`src/rtl/uart_pkg.sv`:
```
// uart_pkg: shared FSM encoding, status bit positions and defaults for the UART TX block
package uart_pkg;
  typedef enum logic [1:0] {IDLE = 2'd0, START = 2'd1, DATA = 2'd2, STOP = 2'd3} tx_state_t;
  localparam int OVF = 11;
  localparam int BUSY = 10;
  localparam int EMPTY = 9;
  localparam int FULL = 8;
  localparam int DEFAULT_BAUD_DIVIDER = 434;
endpackage

```
`src/rtl/uart_sync_fifo.sv`:
```
// uart_sync_fifo: synchronous FIFO with registered pointers and a combinational head word
module uart_sync_fifo #(
  parameter int WIDTH = 8,
  parameter int DEPTH = 16
) (
  input  logic             clk,
  input  logic             resetn,
  input  logic             push,
  input  logic             pop,
  input  logic [WIDTH-1:0] din,
  output logic [WIDTH-1:0] dout,
  output logic             full,
  output logic             empty,
  output logic [7:0]       count
);
  localparam int AW = $clog2(DEPTH);
  logic [WIDTH-1:0] mem [DEPTH];
  logic [AW-1:0] wr_ptr, rd_ptr;
  logic do_push, do_pop;
  assign full = count == 8'(DEPTH);
  assign empty = count == 8'd0;
  assign do_pop = pop & ~empty;
  // a pop on the same edge frees a slot, so a push into a full FIFO still lands
  assign do_push = push & (~full | do_pop);
  assign dout = mem[rd_ptr];
  always_ff @(posedge clk)
    if (do_push) mem[wr_ptr] <= din;
  always_ff @(posedge clk or negedge resetn)
    if (!resetn) begin
      wr_ptr <= '0;
      rd_ptr <= '0;
      count <= '0;
    end else begin
      if (do_push) wr_ptr <= wr_ptr + AW'(1);
      if (do_pop) rd_ptr <= rd_ptr + AW'(1);
      count <= count + 8'(do_push) - 8'(do_pop);
    end
endmodule

```
`src/rtl/uart_tx_fifo.sv`:
```
// uart_tx_fifo: bus-mapped 8N1 UART transmitter fed by a TX FIFO, with a readable status word
module uart_tx_fifo
  import uart_pkg::*;
#(
  parameter int BAUD_DIVIDER = DEFAULT_BAUD_DIVIDER,
  parameter int FIFO_DEPTH = 16
) (
  input  logic        clk,
  input  logic        resetn,
  input  logic        enable,
  input  logic        mem_valid,
  output logic        mem_ready,
  input  logic        mem_instr,
  input  logic [3:0]  mem_wstrb,
  input  logic [31:0] mem_wdata,
  input  logic [31:0] mem_addr,
  output logic [31:0] mem_rdata,
  output logic        serial_out,
  output logic        tx_idle
);
  localparam logic [19:0] TMAX = 20'(BAUD_DIVIDER - 1);
  tx_state_t state;
  logic rdy, held, overflow, accept, wr, rd, pop, full, empty, tick;
  logic [7:0] dout, count, shifter;
  logic [19:0] timer;
  logic [2:0] bitcnt;
  logic unused_bits;
  assign unused_bits = ^{mem_instr, mem_addr, mem_wdata[31:8]};
  // held blocks re-acceptance while the master keeps mem_valid asserted
  assign accept = mem_valid & enable & ~rdy & ~held;
  assign wr = accept & |mem_wstrb;
  assign rd = accept & ~|mem_wstrb;
  assign tick = timer == TMAX;
  assign pop = ~empty & (state == IDLE | (state == STOP & tick));
  assign mem_ready = rdy;
  assign tx_idle = empty & (state == IDLE);
  always_comb begin
    mem_rdata = '0;
    if (enable) begin
      mem_rdata[7:0] = count;
      mem_rdata[FULL] = full;
      mem_rdata[EMPTY] = empty;
      mem_rdata[BUSY] = state != IDLE;
      mem_rdata[OVF] = overflow;
    end
  end
  uart_sync_fifo #(.WIDTH(8), .DEPTH(FIFO_DEPTH)) u_fifo (
    .clk(clk),
    .resetn(resetn),
    .push(wr),
    .pop(pop),
    .din(mem_wdata[7:0]),
    .dout(dout),
    .full(full),
    .empty(empty),
    .count(count)
  );
  always_ff @(posedge clk or negedge resetn)
    if (!resetn) begin
      rdy <= 1'b0;
      held <= 1'b0;
      overflow <= 1'b0;
    end else begin
      rdy <= accept;
      held <= mem_valid & enable & (held | accept);
      overflow <= (wr & full & ~pop) | (overflow & ~rd);
    end
  always_ff @(posedge clk or negedge resetn)
    if (!resetn) begin
      state <= IDLE;
      serial_out <= 1'b1;
      timer <= '0;
      bitcnt <= '0;
      shifter <= '0;
    end else begin
      timer <= (state == IDLE || tick) ? '0 : timer + 20'd1;
      case (state)
        IDLE:
          if (!empty) begin
            state <= START;
            shifter <= dout;
            serial_out <= 1'b0;
          end
        START:
          if (tick) begin
            state <= DATA;
            serial_out <= shifter[0];
            shifter <= shifter >> 1;
            bitcnt <= '0;
          end
        DATA:
          if (tick) begin
            if (bitcnt == 3'd7) begin
              state <= STOP;
              serial_out <= 1'b1;
            end else begin
              serial_out <= shifter[0];
              shifter <= shifter >> 1;
              bitcnt <= bitcnt + 3'd1;
            end
          end
        STOP:
          if (tick) begin
            if (!empty) begin
              state <= START;
              shifter <= dout;
              serial_out <= 1'b0;
            end else state <= IDLE;
          end
        default: state <= IDLE;
      endcase
    end
endmodule

```
`config.mk`:
```
export PLATFORM = sky130hd
export DESIGN_NAME = uart_tx_fifo
export DESIGN_NICKNAME = d
export VERILOG_FILES = /design/src/rtl/uart_pkg.sv /design/src/rtl/uart_sync_fifo.sv /design/src/rtl/uart_tx_fifo.sv
export SDC_FILE = /design/constraint.sdc
export NUM_CORES = 1
export LEC_CHECK = 0
export ABC_AREA = 1
export BUFFER_PORTS_ARGS = -buffer_cell sky130_fd_sc_hd__buf_2
export CAP_MARGIN = 20
export CORE_MARGIN = 4
export CORE_UTILIZATION = 24
export DETAILED_ROUTE_END_ITERATION = 8
export SLEW_MARGIN = 5
export SYNTH_ARGS = -nofsm -noshare
export SYNTH_HDL_FRONTEND = slang
export SYNTH_SLANG_ARGS = --single-unit
```
`constraint.sdc`:
```
create_clock -name clk -period 7.4 [get_ports clk]
set_clock_uncertainty 0.1 [all_clocks]
set_input_delay 0.37 -clock clk [delete_from_list [all_inputs] [get_ports clk]]
set_output_delay 0.37 -clock clk [all_outputs]
set_load 0.02 [all_outputs]
```
==> metrics.cfg, run 1 <==
[place]
dp_worst_setup_slack_ns=3.98
placed_cell_area_mm2=0.00919
portBuffers=30
place_congestion=0.790
place_hpwl_um=11700

[grt]
grt_max_degree=83
antenna_found_initial=0
grt_pass1_wl_um=29100
grt_usage=0.0948
grt-ovfl-total=0
grt_pass1_vias=5448

[finish]
diodes=0
design_area_mm2=0.00978
area_growth_pct=12.9
drive_gt1_frac=0.0959
mostFrequentLayoutCells=nand2_1, nor2_1, edfxtp_1, inv_1, nand3_1
fin_nets=1003
layout_commonest_cell=nand2_1

[routing]
first_iter_violations=512
first_pass_iters=4
vias=5830
route.detailed.drc=0
ant_nets=0
viasPerCell=4.23
wirelength_um=18300
wl_per_cell_um=13.3

[timing]
tightestPinTransition_ns=0.993
timing.fmax_mhz=292
rsz0062_at_grt=false
drv_slew=0
worst_slack_ns=3.97
timing.final.crit_share=0.463
layout_min_cycle_time_ns=3.43
max-slew-margin-rel=0.338
finalHoldViolations=43
tns_ns=0
holdWs_ns=-0.0430
setup_viol=0

[cts]
cts_resized=0
htreeDepth=4
clock-sinks=181
cts_tree=yes
clock_latency_ns=0.44
root_buffer=clkbuf_16
cts_buffers=17
clkTransAtPathRegs_ns=0.07
holdBufCountCts=0
cts_post_setup_buffers_inserted=0
clk_path_buf_depth=2

[power_and_ir_drop]
switchingPower_mw=0.718
leakage_nw=3.98
total_power_mw=2.48
p_clk_frac=0.364
switching_share=0.290
power_frac_comb=0.158
peakVddDrop_mv=0.153
seqPwrFrac=0.478
p_per_area_mw_per_mm2=253
internal_power_mw=1.76

[synth]
synth_top_area_share=0.444
ys.warnings.count=0
synth_area_leader_cell=edfxtp_1
synth_seq_cells=181
seq_area_frac_synth=0.597
netlist_instances=884
syn-cell-area_mm2=0.00866
syn_area_per_cell_um2=9.80
synthTopCellsByArea=edfxtp_1, dfrtp_1, nand2_1
ys_types=35

[setup_path]
cp-end-kind=flip-flop
path_depth=21
cp.arrival_ns=3.66
required_ns=7.63
crit_type=reg2reg
slowest_stage=dfrtp_1
start_kind=flip-flop
reg2regPathDepth=21
critPathTopFamily=simple AND/OR/NAND/NOR gates
critPathMaxStageDelay_ns=0.40
cp_num_buf_inv=5
crit_fanout=21
cp_cell_sequence=inv_1 > ha_1 > nand2_1 > inv_1 > nand2_1 > nor2_1 > nand3_4 > nand2_4 > nand2_4 > inv_1 > ha_1 > inv_1 > ha_1 > inv_1 > fa_1 > o21ai_0 > nand2_1 > nand2_1 > a21oi_1 > nand2_1 > nand2_1
crit_path_frequent_cell=nand2_1

[floorplan]
die_y_um=198
num_io_pins=108
die_w_um=198
dieArea_mm2=0.0392
coreArea_mm2=0.0356
rows=69
floorplan.initialDensity=0.244

[flow_run]
cap_violations=0

[run_status]
status=finished, violations left
violations=negative hold slack

[hold_path]
min_path_type=in2async

## state kept, by name, summed over array words and instances (netlist names)
signal / cells
u_fifo.mem: 128
timer: 20
shifter: 8
u_fifo.count: 8
u_fifo.rd_ptr: 4
u_fifo.wr_ptr: 4
bitcnt: 3
state: 2
held: 1
mem_ready: 1
overflow: 1
serial_out: 1
## per-stage QoR
stage                     cells   util
after floorplan             903      -
after global placement     1347  0.258
after detailed placement   1347  0.258
after CTS                  1379  0.275
after global routing       1379  0.275
final                      1379  0.275
## worst register-to-register path, cell delays in order (launching register included)
cell and delay, ns:
dfrtp_1 0.40, inv_1 0.08, ha_1 0.14, nand2_1 0.04
inv_1 0.05, nand2_1 0.07, nor2_1 0.19, nand3_4 0.14
nand2_4 0.25, nand2_4 0.12, inv_1 0.18, ha_1 0.26
inv_1 0.05, ha_1 0.15, inv_1 0.05, fa_1 0.40
o21ai_0 0.31, nand2_1 0.09, nand2_1 0.07, a21oi_1 0.08
nand2_1 0.07, nand2_1 0.05
## cells in the mapped netlist
cell type and count:
buf_2 9, nand2_4 4, edfxtp_1 128, or2_2 1
clkbuf_1 17, nand3_4 2, conb_1 1, nand4_1 8
xor2_1 15, o211ai_1 14, ha_1 24, nand2_2 1
nor2_2 1, buf_8 1, nor2_1 153, nand3_1 75
o21ai_0 52, dfstp_2 1, inv_2 3, a211oi_1 1
nor3_1 15, a21oi_1 10, buf_4 20, nor3b_1 2
buf_6 1, nor4_1 2, dfrtp_1 52, inv_1 79
nand3b_1 2, fa_1 1, xnor2_1 4, nand2_1 171
nor2_4 10, buf_1 2, clkinv_1 2
## logic make-up (layout without fill, tap and decap cells)
kind of cell | count (synthesis) | after routing | share of synthesized area
compound gates | 77 | 77 | 0.0488
flops | 181 | 181 | 0.597
simple gates | 447 | 447 | 0.227
buf+inv | 134 | 149 | 0.0702
xor+xnor | 19 | 19 | 0.0192
fa+ha+maj | 25 | 25 | 0.0370
other cells | 1 | 20 | 0.000433
## worst paths after layout
kind | startpoint | to | slack (ns)
worst max register to register | timer[1] | u_fifo.count[6] | 3.97
worst min-delay path | resetn | timer[7] | -0.04
worst min register to register | mem_ready | held | 0.37
min in group clk | mem_valid | held | 0.08
worst max-delay path | timer[1] | u_fifo.count[6] | 3.97
max in group asynchronous | resetn | u_fifo.rd_ptr[0] | 6.72
## power by group through the flow
stage | clock [mW] | sequential (mW) | combinational (mW)
floorplan | 0 | 1.19 | 0.305
global placement | 0 | 1.20 | 0.383
detailed placement | 0 | 1.20 | 0.392
CTS | 0.916 | 1.18 | 0.395
global route | 0.972 | 1.19 | 0.453
finish | 0.903 | 1.18 | 0.391
## area by class of cell
| class | instances | area (um^2) |
|---|---|---|
| flip-flops and latches | 181 | 5170 |
| inverters | 84 | 315 |
| well taps | 461 | 577 |
| multi-input cells | 588 | 2960 |
| repair buffers | 33 | 173 |
| clock buffers | 17 | 425 |
| fillers | 3699 | 25800 |
| clock inverters | 15 | 159 |
## layer usage
metal	track usage	vias up	wire (um)
li1	-	2923	-
met1	0.124	2794	8410
met2	0.154	102	8810
met3	0.0250	11	875
met4	0.0286	0	228
met5	0	-	0
(Power assumes the default switching activity.)
==> inputs of run 2 (changes only) <==
Clock period 7.4 ns to 3.5 ns, I/O delays scaled along.
==> run 2 against run 1 <==
Effect of this change: the run now ends clean; sequential share of layout area down 0.77 points; via count up 0.29%; first-iteration DRC count down 22%; worst setup slack worse by 3.5 ns; register-to-register slack worse by 3.5 ns; global-route usage up 0.051 points.
==> metrics.cfg, run 2 (synthesis results as in run 1) <==
[floorplan]
dieArea_mm2=0.0392
die_w_um=198
floorplan.initialDensity=0.244
coreArea_mm2=0.0356
num_io_pins=108
rows=69
die_y_um=198

[routing]
first_pass_iters=5
viasPerCell=4.19
route.detailed.drc=0
wl_per_cell_um=13.1
wirelength_um=18300
first_iter_violations=399
vias=5847
ant_nets=0

[setup_path]
required_ns=3.73
crit_fanout=4
crit_type=reg2reg
cp-end-kind=flip-flop
start_kind=flip-flop
cp.arrival_ns=3.30

[timing]
timing.final.crit_share=0.878
max-slew-margin-rel=0.352
setup_viol=0
layout_min_cycle_time_ns=3.07
tns_ns=0
rsz0062_at_grt=false
finalHoldViolations=0
tightestPinTransition_ns=0.970
drv_slew=0
timing.fmax_mhz=325

[cts]
cts_buffers=17
cts_tree=yes
clock_latency_ns=0.44
htreeDepth=4
cts_post_setup_buffers_inserted=0
clkTransAtPathRegs_ns=0.07
clk_path_buf_depth=2
root_buffer=clkbuf_16
clock-sinks=181

[place]
portBuffers=30
place_hpwl_um=12100
place_congestion=0.835

[power_and_ir_drop]
power_frac_comb=0.161
internal_power_mw=3.69
p_clk_frac=0.364
leakage_nw=4.07
switchingPower_mw=1.58
switching_share=0.299
peakVddDrop_mv=0.275
seqPwrFrac=0.475
total_power_mw=5.26
p_per_area_mw_per_mm2=531

[finish]
drive_gt1_frac=0.104
fin_nets=1018
area_growth_pct=14.5
top_regs=u_fifo.mem: 128 flops, timer: 20 flops
multi_input_area_mm2=0.00296
ff_latch_area_mm2=0.00517
top_register=u_fifo.mem
layout_commonest_cell=nand2_1
mostFrequentLayoutCells=nand2_1, nor2_1, edfxtp_1, inv_1, nand3_1
largest_register_ffs=128
diodes=0
fillers=3743

[grt]
use_met2=0.149
use_met3=0.0271
grt-ovfl-total=0
grt_pass1_vias=5541
antenna_found_initial=0
top_usage_layer=met2
use_met1=0.132
grt_usage=0.0953
grt_pass1_wl_um=29400
grt_max_degree=82

[flow_run]
cap_violations=0

[run_status]
status=finished, final reports clean

[hold_path]
min_path_type=in2reg

## run 2: critical path, cell delays in order, from the launching register on
cell and delay, ns:
dfrtp_1 0.40, inv_1 0.09, ha_1 0.15, nand2_1 0.05, nor2_1 0.15, nand3_1 0.17, o21ai_0 0.11, inv_1 0.09
nand2_4 0.10, inv_1 0.06, ha_1 0.26, inv_1 0.06, ha_1 0.15, inv_1 0.05, fa_1 0.39, o21ai_1 0.23
nand2_1 0.08, nand2_1 0.06, a21oi_1 0.07, nand2_1 0.08, nand2_1 0.06
## run 2: layer usage
| layer | part of all wire | vias up | wire length [um] |
|---|---|---|---|
| li1 | - | 2950 | - |
| met1 | 0.47 | 2754 | 8610 |
| met2 | 0.47 | 135 | 8550 |
| met3 | 0.053 | 8 | 967 |
| met4 | 0.0074 | 0 | 135 |
| met5 | 0 | - | 0 |
## run 2: power groups by stage
stage	clock network [mW]	logic, mW	registers, mW
detailed placement	0	0.835	2.55
floorplan	0	0.644	2.53
CTS	1.95	0.846	2.50
global placement	0	0.820	2.54
global route	2.06	0.971	2.52
finish	1.92	0.846	2.50
## run 2: timing repair
item / 4_1_cts / 5_1_grt
gates resized for setup: 0 / 1
hold endpoints to repair: 26 / 0
endpoints found under the setup margin: 0 / 1
hold buffers: 6 / 0
## run 2: metrics by stage
step / hold WS, ns / setup slack, ns / util / instances / cell area (um^2)
final: 0.0171 / 0.428 / 0.279 / 1394 / 9920
after global routing: 0.0191 / 0.0804 / 0.279 / 1394 / 9920
after CTS: 0.0119 / 0.327 / 0.279 / 1394 / 9920
after detailed placement: 0.0970 / 0.340 / 0.260 / 1356 / 9260
after global placement: 0.0955 / 0.352 / 0.260 / 1356 / 9260
after floorplan: -0.221 / 0.620 / - / 903 / 8730
## run 2: area by class of cell
cell class              count  share of cell area
repair buffers             48              0.0303
flip-flops and latches    181               0.521
well taps                 461              0.0581
inverters                  84              0.0318
clock buffers              18              0.0433
multi-input cells         588               0.298
clock inverters            14              0.0174
## run 2: path summary, 6_finish.rpt
path,from,slack [ns],endpoint,cells after the start
min in group asynchronous,resetn,0.18,timer[12],2
max in group asynchronous,resetn,2.29,serial_out,3
min,enable,0.02,mem_ready,3
min reg2reg,mem_ready,0.37,held,1
max,u_fifo.count[2],0.43,u_fifo.count[6],20
max reg2reg,u_fifo.count[2],0.43,u_fifo.count[6],20
==> inputs of run 3 (changes only) <==
Settings changed: ABC_AREA 1 to not set, SKIP_LAST_GASP set to 1.
==> run 3 against run 2 <==
Effect of this change: maximum frequency decreased by 4.2%; sequential cell count unchanged; via count decreased by 23%; worst setup slack got worse by 0.13 ns; critical endpoint unchanged; sequential power about the same.
==> metrics.cfg, run 3 <==
[run_status]
status=finished, final reports clean

[power_and_ir_drop]
seqPwrFrac=0.470
power_frac_comb=0.153
peakVddDrop_mv=0.402
leakage_nw=3.54
switchingPower_mw=1.48
p_clk_frac=0.377
p_per_area_mw_per_mm2=561
switching_share=0.276
internal_power_mw=3.87

[timing]
tns_ns=0
drv_slew=0
tightestPinTransition_ns=0.753
timing.final.crit_share=0.916
max-slew-margin-rel=0.498
timing.fmax_mhz=312
rsz0062_at_grt=false
layout_min_cycle_time_ns=3.21
worst_slack_ns=0.294
setup_viol=0
finalHoldViolations=0

[setup_path]
worst_r2r_endpoint=u_fifo.count[6]
reg2reg_setup_slack_ns=0.29
slowest_stage=fa_1
cp_cell_sequence=inv_1 > ha_1 > and4bb_2 > nand2_1 > a41o_2 > and2_2 > ha_1 > inv_1 > fa_1 > nor2b_1 > o21a_1 > o21ai_0 > a21oi_1 > and4b_1
reg2regPathDepth=14
start_kind=flip-flop
r2r-start=u_fifo.count[2]
cp-end-kind=flip-flop
critPathTopFamily=simple AND/OR/NAND/NOR gates
critPathMaxStageDelay_ns=0.40
required_ns=3.72
cp_num_buf_inv=2
cp.arrival_ns=3.42
crit_type=reg2reg
crit_fanout=7

[finish]
fillers=3397
diodes=0
top_regs=u_fifo.mem: 128 flops, timer: 20 flops
mostFrequentLayoutCells=edfxtp_1, dfrtp_1, nor2_1, buf_2, inv_1
design_area_mm2=0.00955
layout_commonest_cell=edfxtp_1
drive_gt1_frac=0.213
largest_register_ffs=128
area_growth_pct=15.9
fin_nets=701
top_register=u_fifo.mem

[floorplan]
floorplan.initialDensity=0.245
dieArea_mm2=0.0374
num_io_pins=108
coreArea_mm2=0.0337
die_w_um=193
rows=67
die_y_um=193

[cts]
htreeDepth=4
root_buffer=clkbuf_16
cts_tree=yes
cts_post_setup_buffers_inserted=0
cts_buffers=17
clock-sinks=181
clock_latency_ns=0.43
clk_path_buf_depth=2
clkTransAtPathRegs_ns=0.08

[synth]
ys_types=59
synthAdderAreaFrac=0.0389
syn_area_per_cell_um2=15.0
yosys-mux-area-fraction=0.107
synth_top_family_by_area=multiplexers
synth-simple-area-share=0.0900
netlist_instances=549
synth_edf_count=128
synth_top_area_share=0.466
ys.warnings.count=0
synth_compound_area_frac=0.0522
syn-cell-area_mm2=0.00824
synth_seq_cells=181
seq_area_frac_synth=0.627
synthTopCellsByArea=edfxtp_1, dfrtp_1, mux4_2
synth_top_cells_by_count=edfxtp_1, dfrtp_1, nor2_1, inv_1
synth_xor_area_frac=0.0308
synth.most_common_cell=edfxtp_1
async_reset_ff_frac=0.293
synth_area_leader_cell=edfxtp_1
synth_ff_type=edfxtp_1

[place]
placed_cell_area_mm2=0.00888
place_hpwl_um=10600
portBuffers=30
dp_worst_setup_slack_ns=0.231
place_congestion=0.758

[hold_path]
whs_path_depth=1
holdPathEnd=u_fifo.mem[5][7]
min_from=mem_wdata[7]
min_path_type=in2reg

[grt]
use_met2=0.130
grt-ovfl-total=0
grt_max_degree=29
grt_pass1_wl_um=25500
top_usage_layer=met2
use_met1=0.122
grt_usage=0.0865
use_met3=0.0252
antenna_found_initial=1
grt_pass1_vias=4450

[routing]
wl_per_cell_um=15.0
wirelength_um=16000
route.detailed.drc=0
viasPerCell=4.23
vias=4496
first_pass_iters=4
first_iter_violations=313
ant_nets=0

[flow_run]
cap_violations=0

-- run 3: cell count changes after synthesis, sizes merged, moves of 16 or more --
cell | previous run | this run
nor2 | 164 | 46
xnor2 | 4 | 20
nand2 | 176 | 25
inv | 82 | 27
o21ai | 52 | 16
nand3 | 77 | 18
mux4 | 0 | 32
-- run 3: layout make-up --
| class | count | area (um^2) | area share |
|---|---|---|---|
| Clock buffer | 17 | 425 | 0.0445 |
| Clock inverter | 15 | 203 | 0.0212 |
| Inverter | 27 | 101 | 0.0106 |
| Multi-Input combinational cell | 318 | 2710 | 0.283 |
| Sequential cell | 181 | 5170 | 0.542 |
| Tap cell | 448 | 561 | 0.0587 |
| Timing Repair Buffer | 58 | 383 | 0.0401 |
-- run 3: power by group through the flow --
stage          combinational (mW)  clock [mW]  sequential [mW]
6_report                    0.817        2.02             2.52
5_1_grt                     0.931        2.16             2.54
3_5_place_dp                0.821           0             2.56
2_1_floorplan               0.648           0             2.52
3_3_place_gp                0.805           0             2.56
4_1_cts                     0.827        2.06             2.52
-- run 3: timing repair --
action | 4_1_cts | 5_1_grt
setup endpoints to repair | 0 | 1
endpoints found under the hold margin | 29 | 0
hold buffers | 4 | 0
gates resized for setup | 0 | 1
-- run 3: kinds of logic (layout without fill, tap and decap cells) --
| logic type | Yosys count | in the layout |
|---|---|---|
| AO/OA/AOI/OAI | 57 | 57 |
| XOR/XNOR | 29 | 29 |
| adder cells (fa/ha/maj) | 25 | 25 |
| buffers and inverters | 69 | 117 |
| flip-flops | 181 | 181 |
| multiplexers | 43 | 43 |
| other | 1 | 20 |
| AND/OR/NAND/NOR | 144 | 144 |
-- run 3: how the worst max path moves through the flow --
stage | from | end | cells past startpoint
final | u_fifo.count[2] | u_fifo.count[6] | 14
after global placement | timer[12] | u_fifo.count[6] | 12
after detailed placement | u_fifo.count[2] | u_fifo.count[6] | 14
after CTS | u_fifo.count[2] | u_fifo.count[6] | 14
after floorplan | timer[12] | u_fifo.count[6] | 13
after global routing | u_fifo.count[2] | u_fifo.count[6] | 14
-- run 3: stage by stage --
stage                     instances   util  hold WS [ns]  power, mW
after floorplan                 568      -        -0.221       3.17
after global placement         1028  0.264         0.148       3.37
after detailed placement       1028  0.264         0.154       3.38
after CTS                      1064  0.283     0.0000634       5.41
after global routing           1064  0.283       0.00980       5.62
final                          1064  0.283        0.0156       5.35
-- run 3: layer usage --
metal  vias to the layer above  part of all wire
met3                        15             0.053
met4                         2             0.012
met1                      2242              0.48
met2                       101              0.45
li1                       2136                 -
met5                         -           0.00094
